==> config.mk <==
export PLATFORM = sky130hd
export DESIGN_NAME = cost_arb
export DESIGN_NICKNAME = d
export VERILOG_FILES = /design/src/rtl/cost_arb.sv
export SDC_FILE = /design/constraint.sdc
export NUM_CORES = 1
export LEC_CHECK = 0
export ABC_CLOCK_PERIOD_IN_PS = 1100
export BUFFER_PORTS_ARGS = -buffer_cell sky130_fd_sc_hd__buf_2
export CORE_ASPECT_RATIO = 1.2
export CORE_UTILIZATION = 40
export CTS_CLUSTER_SIZE = 12
export DETAILED_ROUTE_END_ITERATION = 6
export PLACE_DENSITY = 0.73
export SYNTH_ARGS = -nofsm -noshare
export SYNTH_HDL_FRONTEND = slang
export SYNTH_SLANG_ARGS = --single-unit
==> constraint.sdc <==
create_clock -name CLK -period 1.1 [get_ports CLK]
set_input_delay 0.165 -clock CLK [delete_from_list [all_inputs] [get_ports CLK]]
set_output_delay 0.165 -clock CLK [all_outputs]
set_load 0.03 [all_outputs]
==> src/rtl/cost_arb.sv <==
// Two-requester 8-beat burst arbiter with a 2-cycle cost-table lookup pipeline (grant -> W/J -> RDATA).
// Requesters hold REQx until GNTx is seen; define COST_ARB_FIXED_PRIO_EN for requester-0 priority on ties.
module cost_arb (
  input  logic       CLK,
  input  logic       RST,
  input  logic       REQ0,
  input  logic [2:0] W0,
  input  logic [2:0] J0,
  output logic       GNT0,
  input  logic       REQ1,
  input  logic [2:0] W1,
  input  logic [2:0] J1,
  output logic       GNT1,
  output logic [2:0] W,
  output logic [2:0] J,
  input  logic [6:0] Cost,
  output logic [6:0] RDATA,
  output logic       RVLD0,
  output logic       RVLD1,
  output logic       BUSY
);

  typedef enum logic {IDLE, BURST} state_t;

  state_t     state, state_nxt;
  logic [2:0] beat, beat_nxt;
  logic       last, last_nxt;
  logic       any_req;
  logic       pick;
  logic       a_vld;
  logic       a_own;

  assign any_req = REQ0 | REQ1;

  // last doubles as the owner of the burst in progress
`ifdef COST_ARB_FIXED_PRIO_EN
  assign pick = ~REQ0;
`else
  assign pick = (REQ0 & REQ1) ? ~last : REQ1;
`endif

  always_ff @(posedge CLK) begin
    if (!RST) begin
      state <= IDLE;
      beat  <= 3'd0;
      last  <= 1'b1;
    end else begin
      state <= state_nxt;
      beat  <= beat_nxt;
      last  <= last_nxt;
    end
  end

  always_comb begin
    state_nxt = state;
    beat_nxt  = beat;
    last_nxt  = last;
    case (state)
      IDLE: begin
        if (any_req) begin
          state_nxt = BURST;
          beat_nxt  = 3'd0;
          last_nxt  = pick;
        end
      end
      BURST: begin
        if (beat == 3'd7) begin
          beat_nxt = 3'd0;
          if (any_req) begin
            last_nxt = pick;
          end else begin
            state_nxt = IDLE;
          end
        end else begin
          beat_nxt = beat + 3'd1;
        end
      end
      default: state_nxt = IDLE;
    endcase
  end

  assign BUSY = (state == BURST);
  assign GNT0 = BUSY & ~last;
  assign GNT1 = BUSY & last;

  // Stage A: table address; stage B: returned cost. Owner travels alongside so return order follows grant order.
  always_ff @(posedge CLK) begin
    if (!RST) begin
      W     <= 3'd0;
      J     <= 3'd0;
      a_vld <= 1'b0;
      a_own <= 1'b0;
      RDATA <= 7'd0;
      RVLD0 <= 1'b0;
      RVLD1 <= 1'b0;
    end else begin
      a_vld <= BUSY;
      a_own <= last;
      if (BUSY) begin
        W <= last ? W1 : W0;
        J <= last ? J1 : J0;
      end
      RVLD0 <= a_vld & ~a_own;
      RVLD1 <= a_vld & a_own;
      if (a_vld) begin
        RDATA <= Cost;
      end
    end
  end

endmodule

==> flow_summary.json, run 1 <==
{
  "hold_path_depth": 3,
  "swShare": 0.255,
  "io_pins": 41,
  "drive_gt1_frac": 0.504,
  "synth_top_area_frac": 0.502,
  "slew_headroom": 0.715,
  "synth_cells": 85,
  "antenna_found_initial": 0,
  "firstDrtPassIters": 4,
  "grt_max_degree": 23,
  "crit_arrival_ns": 1.01,
  "power_leakage_nw": 0.614,
  "synth_area_per_cell_sq_um": 10.3,
  "grt_use_met2": 0.309,
  "yosysWarnings": 0,
  "initial_core_util": 0.423,
  "rsz0062_at_grt": "true",
  "r2r_slack_ns": -0.02,
  "status": "complete, but fails checks",
  "clockBufferDepth": 2,
  "place_congestion": 0.745,
  "slowest_delay_ns": 0.36,
  "finalMaxSlewViolations": 0,
  "holdWs_ns": 0.104,
  "ff2ff_path_depth": 5,
  "cts-root-buf": "clkbuf_4",
  "met3_usage": 0.0410,
  "crit_path_top_delay_cell": "dfxtp_2",
  "clock_sinks": 22,
  "grt_pass1_vias": 693,
  "synth_cell_type_count": 18,
  "htreeDepth": 1,
  "fin_worst_skew_ns": 0.00742,
  "area_growth_pct": 45.6,
  "detail-route-antenna-nets": 0,
  "wirelength_um": 1820,
  "chipWidth_um": 44.7,
  "vias_per_cell": 4.57,
  "dp_slack_ns": -0.0796,
  "n_antenna_cell": 0,
  "core-area_sq_mm": 0.00207,
  "hold_viol": 0,
  "cp_cell_sequence": "buf_6, nor2b_4, buf_6",
  "ir_worst_vdd_v": 0.000761,
  "wire_per_inst_um": 11.2,
  "power-per-cell-area_mw_per_mm2": 1440,
  "cp.required_ns": 0.94,
  "synth_seq_area_share": 0.502,
  "first_iter_violations": 6,
  "min_from": "Cost[1]",
  "overflow": 0,
  "rows": 18,
  "drv_cap": 0,
  "design.die.area_sq_mm": 0.00238,
  "tightest_slew_ns": 0.428,
  "dp_cells": 155,
  "fin_crit_sh": 1.07,
  "grt_pass1_wl_um": 2940,
  "p_switching_mw": 0.468,
  "path_clk_slew_ns": 0.13,
  "fmax_mhz": 849,
  "die_y_um": 53.3,
  "crit_path_max_fanout": 3,
  "drc_errors": 0,
  "power.share.sequential": 0.477,
  "numCtsBuffers": 3,
  "synthesis.area_sq_um": 877,
  "r2r-end": "last",
  "synth_seq_cells": 22,
  "grt_use_met1": 0.195,
  "synth_area_leaders": "dfxtp_1 50%, mux2i_1 15%, nor2b_1 5.7%",
  "regToRegStartpoint": "beat[0]",
  "timing.final.ws_setup_ns": -0.0785,
  "p_int_mw": 1.37,
  "path_class": "reg2out",
  "nNetsFinal": 159,
  "via_count": 745,
  "pwr-share-comb": 0.186,
  "clk_latency_ns": 0.31,
  "grt-busiest-layer": "met2",
  "finalSetupTns_ns": -0.163,
  "cp-start-kind": "flop",
  "setup_viol": 3,
  "numPortBuffers": 40,
  "p_clk_frac": 0.337,
  "synth_nets": 110,
  "cts_tree": "built",
  "hold_path.class": "in2reg",
  "track_usage": 0.172,
  "dp_hpwl_um": 1240,
  "yosysTopAreaCell": "dfxtp_1",
  "whs_endpoint": "RDATA[1]",
  "fin_cells": 163,
  "cp_common_cell": "buf_6",
  "violations": "setup timing",
  "crit_path_end_kind": "output port",
  "min_period_ns": 1.18
}
-- power groups by stage --
| stage | Sequential, mW | Clock [mW] | Combinational [mW] |
|---|---|---|---|
| CTS | 0.878 | 0.633 | 0.339 |
| floorplan | 0.956 | 0 | 0.139 |
| global placement | 0.896 | 0 | 0.293 |
| global route | 0.884 | 0.652 | 0.370 |
| detailed placement | 0.899 | 0 | 0.300 |
| finish | 0.877 | 0.621 | 0.341 |
-- logic make-up (layout without fill, tap and decap cells) --
family	Yosys count	after routing	share of synthesized area
multiplexers	13	13	0.148
AO/OA/AOI/OAI	18	18	0.114
flip-flops	22	22	0.502
adder cells (fa/ha/maj)	2	2	0.0285
buffers and inverters	6	54	0.0514
AND/OR/NAND/NOR	24	24	0.155
-- per-layer routing --
| metal | vias to the layer above | routed length (um) |
|---|---|---|
| met5 | - | 0 |
| met4 | 0 | 16 |
| met3 | 4 | 139 |
| met2 | 40 | 870 |
| met1 | 314 | 793 |
| li1 | 387 | - |
-- metrics by stage --
stage | cell area, sq um | utilization | total power [mW]
2_1_floorplan | 900 | - | 1.10
3_3_place_gp | 1140 | 0.549 | 1.19
3_5_place_dp | 1140 | 0.549 | 1.20
4_1_cts | 1270 | 0.615 | 1.85
5_1_grt | 1280 | 0.617 | 1.91
6_report | 1280 | 0.617 | 1.84
-- cells in the final DEF (no fill, tap or decap), types with 3 or more instances in the layout --
master	count
a21boi_1	3
a21oi_1	6
buf_2	38
buf_4	9
buf_6	3
clkbuf_4	3
dfxtp_1	18
dfxtp_2	3
mux2i_1	13
nand2_1	4
nand3b_1	3
nor2b_1	7
o21ai_0	6
-- how the worst max path moves through the flow --
stage	start	endpoint	slack [ns]	depth (start not counted)
floorplan	beat[0]	last	0.002	5
global placement	beat[1]	last	-0.01	5
detailed placement	beat[1]	last	-0.08	5
CTS	last	GNT0	-0.09	3
global route	last	GNT0	-0.12	3
finish	last	GNT0	-0.08	3
-- critical path: cells and delay by family, from the launching register on --
kind                   cells  cell delay, ns
and+or+nand+nor            1            0.10
DFF                        1            0.36
buffers and inverters      2            0.25
-- area by class of cell --
type,count,area (sq um)
fill,202,795
sequential,22,448
tap,30,37.5
clock inverter,1,30.0
multi-input combinational,57,448
clock buffer,3,22.5
timing repair buffer,50,292
-- registers in the layout (all words and copies together), names as in the netlist --
name	cells
last	1
RDATA	7
a_own	1
RVLD1	1
BUSY	1
a_vld	1
RVLD0	1
J	3
W	3
beat	3
-- what timing repair did --
action                     in CTS  in global routing
pin swaps                       4                  1
setup endpoints to repair       5                  4
hold buffers                    0                  0
gates resized for setup        14                  1
buffers inserted                4                  0
-- synthesized netlist by cell type --
cell / n
a21boi_0: 1
a21boi_1: 3
a21oi_1: 7
and2_1: 3
and3_1: 2
buf_2: 3
buf_4: 1
buf_6: 2
dfxtp_1: 22
ha_1: 2
mux2i_1: 13
nand2_1: 4
nand2b_1: 1
nand3b_1: 3
nor2_1: 3
nor2b_1: 8
o21ai_0: 6
o21ai_1: 1
(Power assumes the default switching activity.)
==> run 2: changes to the inputs <==
- ABC_CLOCK_PERIOD_IN_PS: 1100 -> 1260
- CORE_UTILIZATION: 40 -> 44
- PLACE_DENSITY: 0.73 -> 0.76
- SKIP_LAST_GASP: not set -> 1
- clock period: 1.1 -> 1.26 ns (I/O delays scaled with it)
==> flow_summary.json, run 2 (same netlist as run 1, synthesis figures left out) <==
{
  "clockBufferDepth": 2,
  "crit_path_start": "BUSY",
  "crit_path_top_delay_cell": "dfxtp_4",
  "area_growth_pct": 36.4,
  "chipWidth_um": 42.8,
  "detail-route-antenna-nets": 0,
  "nNetsFinal": 155,
  "clock_sinks": 22,
  "wire_per_inst_um": 11.0,
  "largest_reg_flops": 7,
  "dp_cells": 141,
  "r2r-end": "last",
  "cp-start-kind": "flop",
  "cp.required_ns": 1.07,
  "hold_viol": 0,
  "htreeDepth": 1,
  "hold_path.class": "in2reg",
  "path_clk_slew_ns": 0.12,
  "finalMaxSlewViolations": 0,
  "slowest_delay_ns": 0.41,
  "path_delay_family": "flip-flops",
  "fin_area_sq_mm": 0.00120,
  "fin_worst_skew_ns": 0.00876,
  "core-area_sq_mm": 0.00185,
  "cp_cell_sequence": "and2_1, clkbuf_4",
  "io_pins": 41,
  "vias_per_cell": 5.09,
  "post-route-util": 0.646,
  "crit_buf_inv": 1,
  "crit_arrival_ns": 1.03,
  "numCtsBuffers": 3,
  "fillCellCount": 155,
  "status": "finished, final reports clean",
  "power-per-cell-area_mw_per_mm2": 1310,
  "crit_path_end_kind": "output port",
  "slew_headroom": 0.716,
  "firstDrtPassIters": 3,
  "ff2ff_path_depth": 5,
  "antenna_found_initial": 0,
  "drc_errors": 0,
  "grt_max_degree": 23,
  "dpl_cell_area_sq_mm": 0.00109,
  "finalSetupTns_ns": 0,
  "mostFrequentLayoutCell": "buf_2",
  "final_cell_mix": "38 x buf_2, 19 x dfxtp_1, 13 x mux2i_1",
  "cts_tree": "built",
  "initial_core_util": 0.474,
  "grt_pass1_vias": 735,
  "via_count": 754,
  "crit_end": "GNT1",
  "drive_gt1_frac": 0.450,
  "fin_crit_sh": 0.964,
  "seq_area_sq_um": 447,
  "cts-root-buf": "clkbuf_4",
  "top_register": "RDATA",
  "multiInputGateArea_sq_um": 415,
  "dp_hpwl_um": 1160,
  "overflow": 0,
  "grt_pass1_wl_um": 2920,
  "track_usage": 0.174,
  "design.die.area_sq_mm": 0.00218,
  "wirelength_um": 1640,
  "clk_latency_ns": 0.31,
  "power_mw": 1.57,
  "place_congestion": 0.716,
  "rows": 17,
  "holdWs_ns": 0.128,
  "path_class": "reg2out",
  "r2r_slack_ns": 0.07,
  "n_antenna_cell": 0,
  "tightest_slew_ns": 0.426,
  "crit_path_max_fanout": 7,
  "min_period_ns": 1.21,
  "timing.final.ws_setup_ns": 0.0459,
  "rsz0062_at_grt": "true",
  "dp_slack_ns": 0.0184,
  "setup_viol": 0,
  "die_y_um": 50.9,
  "drv_cap": 0,
  "fin_cells": 148,
  "regToRegStartpoint": "beat[0]",
  "cp.depth": 2,
  "fmax_mhz": 824,
  "first_iter_violations": 3,
  "power_leakage_nw": 0.591,
  "ir_worst_vdd_v": 0.000776,
  "numPortBuffers": 40
}
[run 2: layout make-up]
| class | instances | share of cell area |
|---|---|---|
| Clock buffer | 3 | 0.0188 |
| Clock inverter | 1 | 0.0251 |
| Sequential cell | 22 | 0.373 |
| Timing Repair Buffer | 46 | 0.215 |
| Tap cell | 19 | 0.0199 |
| Multi-Input combinational cell | 57 | 0.347 |
[run 2: worst min-delay path by stage]
stage	slack [ns]	cells past startpoint	from	end
after floorplan	0.34	1	RST	beat[0]
after global placement	0.39	1	a_own	RVLD0
after detailed placement	0.40	1	a_own	RVLD0
after CTS	0.12	3	Cost[0]	RDATA[0]
after global routing	0.13	3	Cost[0]	RDATA[0]
final	0.13	3	Cost[0]	RDATA[0]
[run 2: where the power goes]
part | internal [mW] | switching, mW | total (mW)
Sequential | 0.737 | 0.0291 | 0.766
Clock | 0.322 | 0.212 | 0.533
Combinational | 0.120 | 0.148 | 0.269
[run 2: repair_timing]
action | CTS | global route
pin swaps | 0 | 1
hold buffers | 0 | 0
endpoints found under the setup margin | 3 | 3
buffers inserted | 3 | 0
gates resized for setup | 4 | 7
[run 2: metal layers]
layer | track usage | share of wire | vias up
met2 | 0.331 | 0.50 | 38
met4 | 0.0625 | 0.010 | 0
met3 | 0.0318 | 0.076 | 2
met1 | 0.185 | 0.42 | 337
met5 | 0 | 0 | -
li1 | - | - | 377
[run 2: worst min-delay path, stage by stage]
cell	delay (ns)
buf_2	0.08
mux2i_1	0.05
nor2b_1	0.09
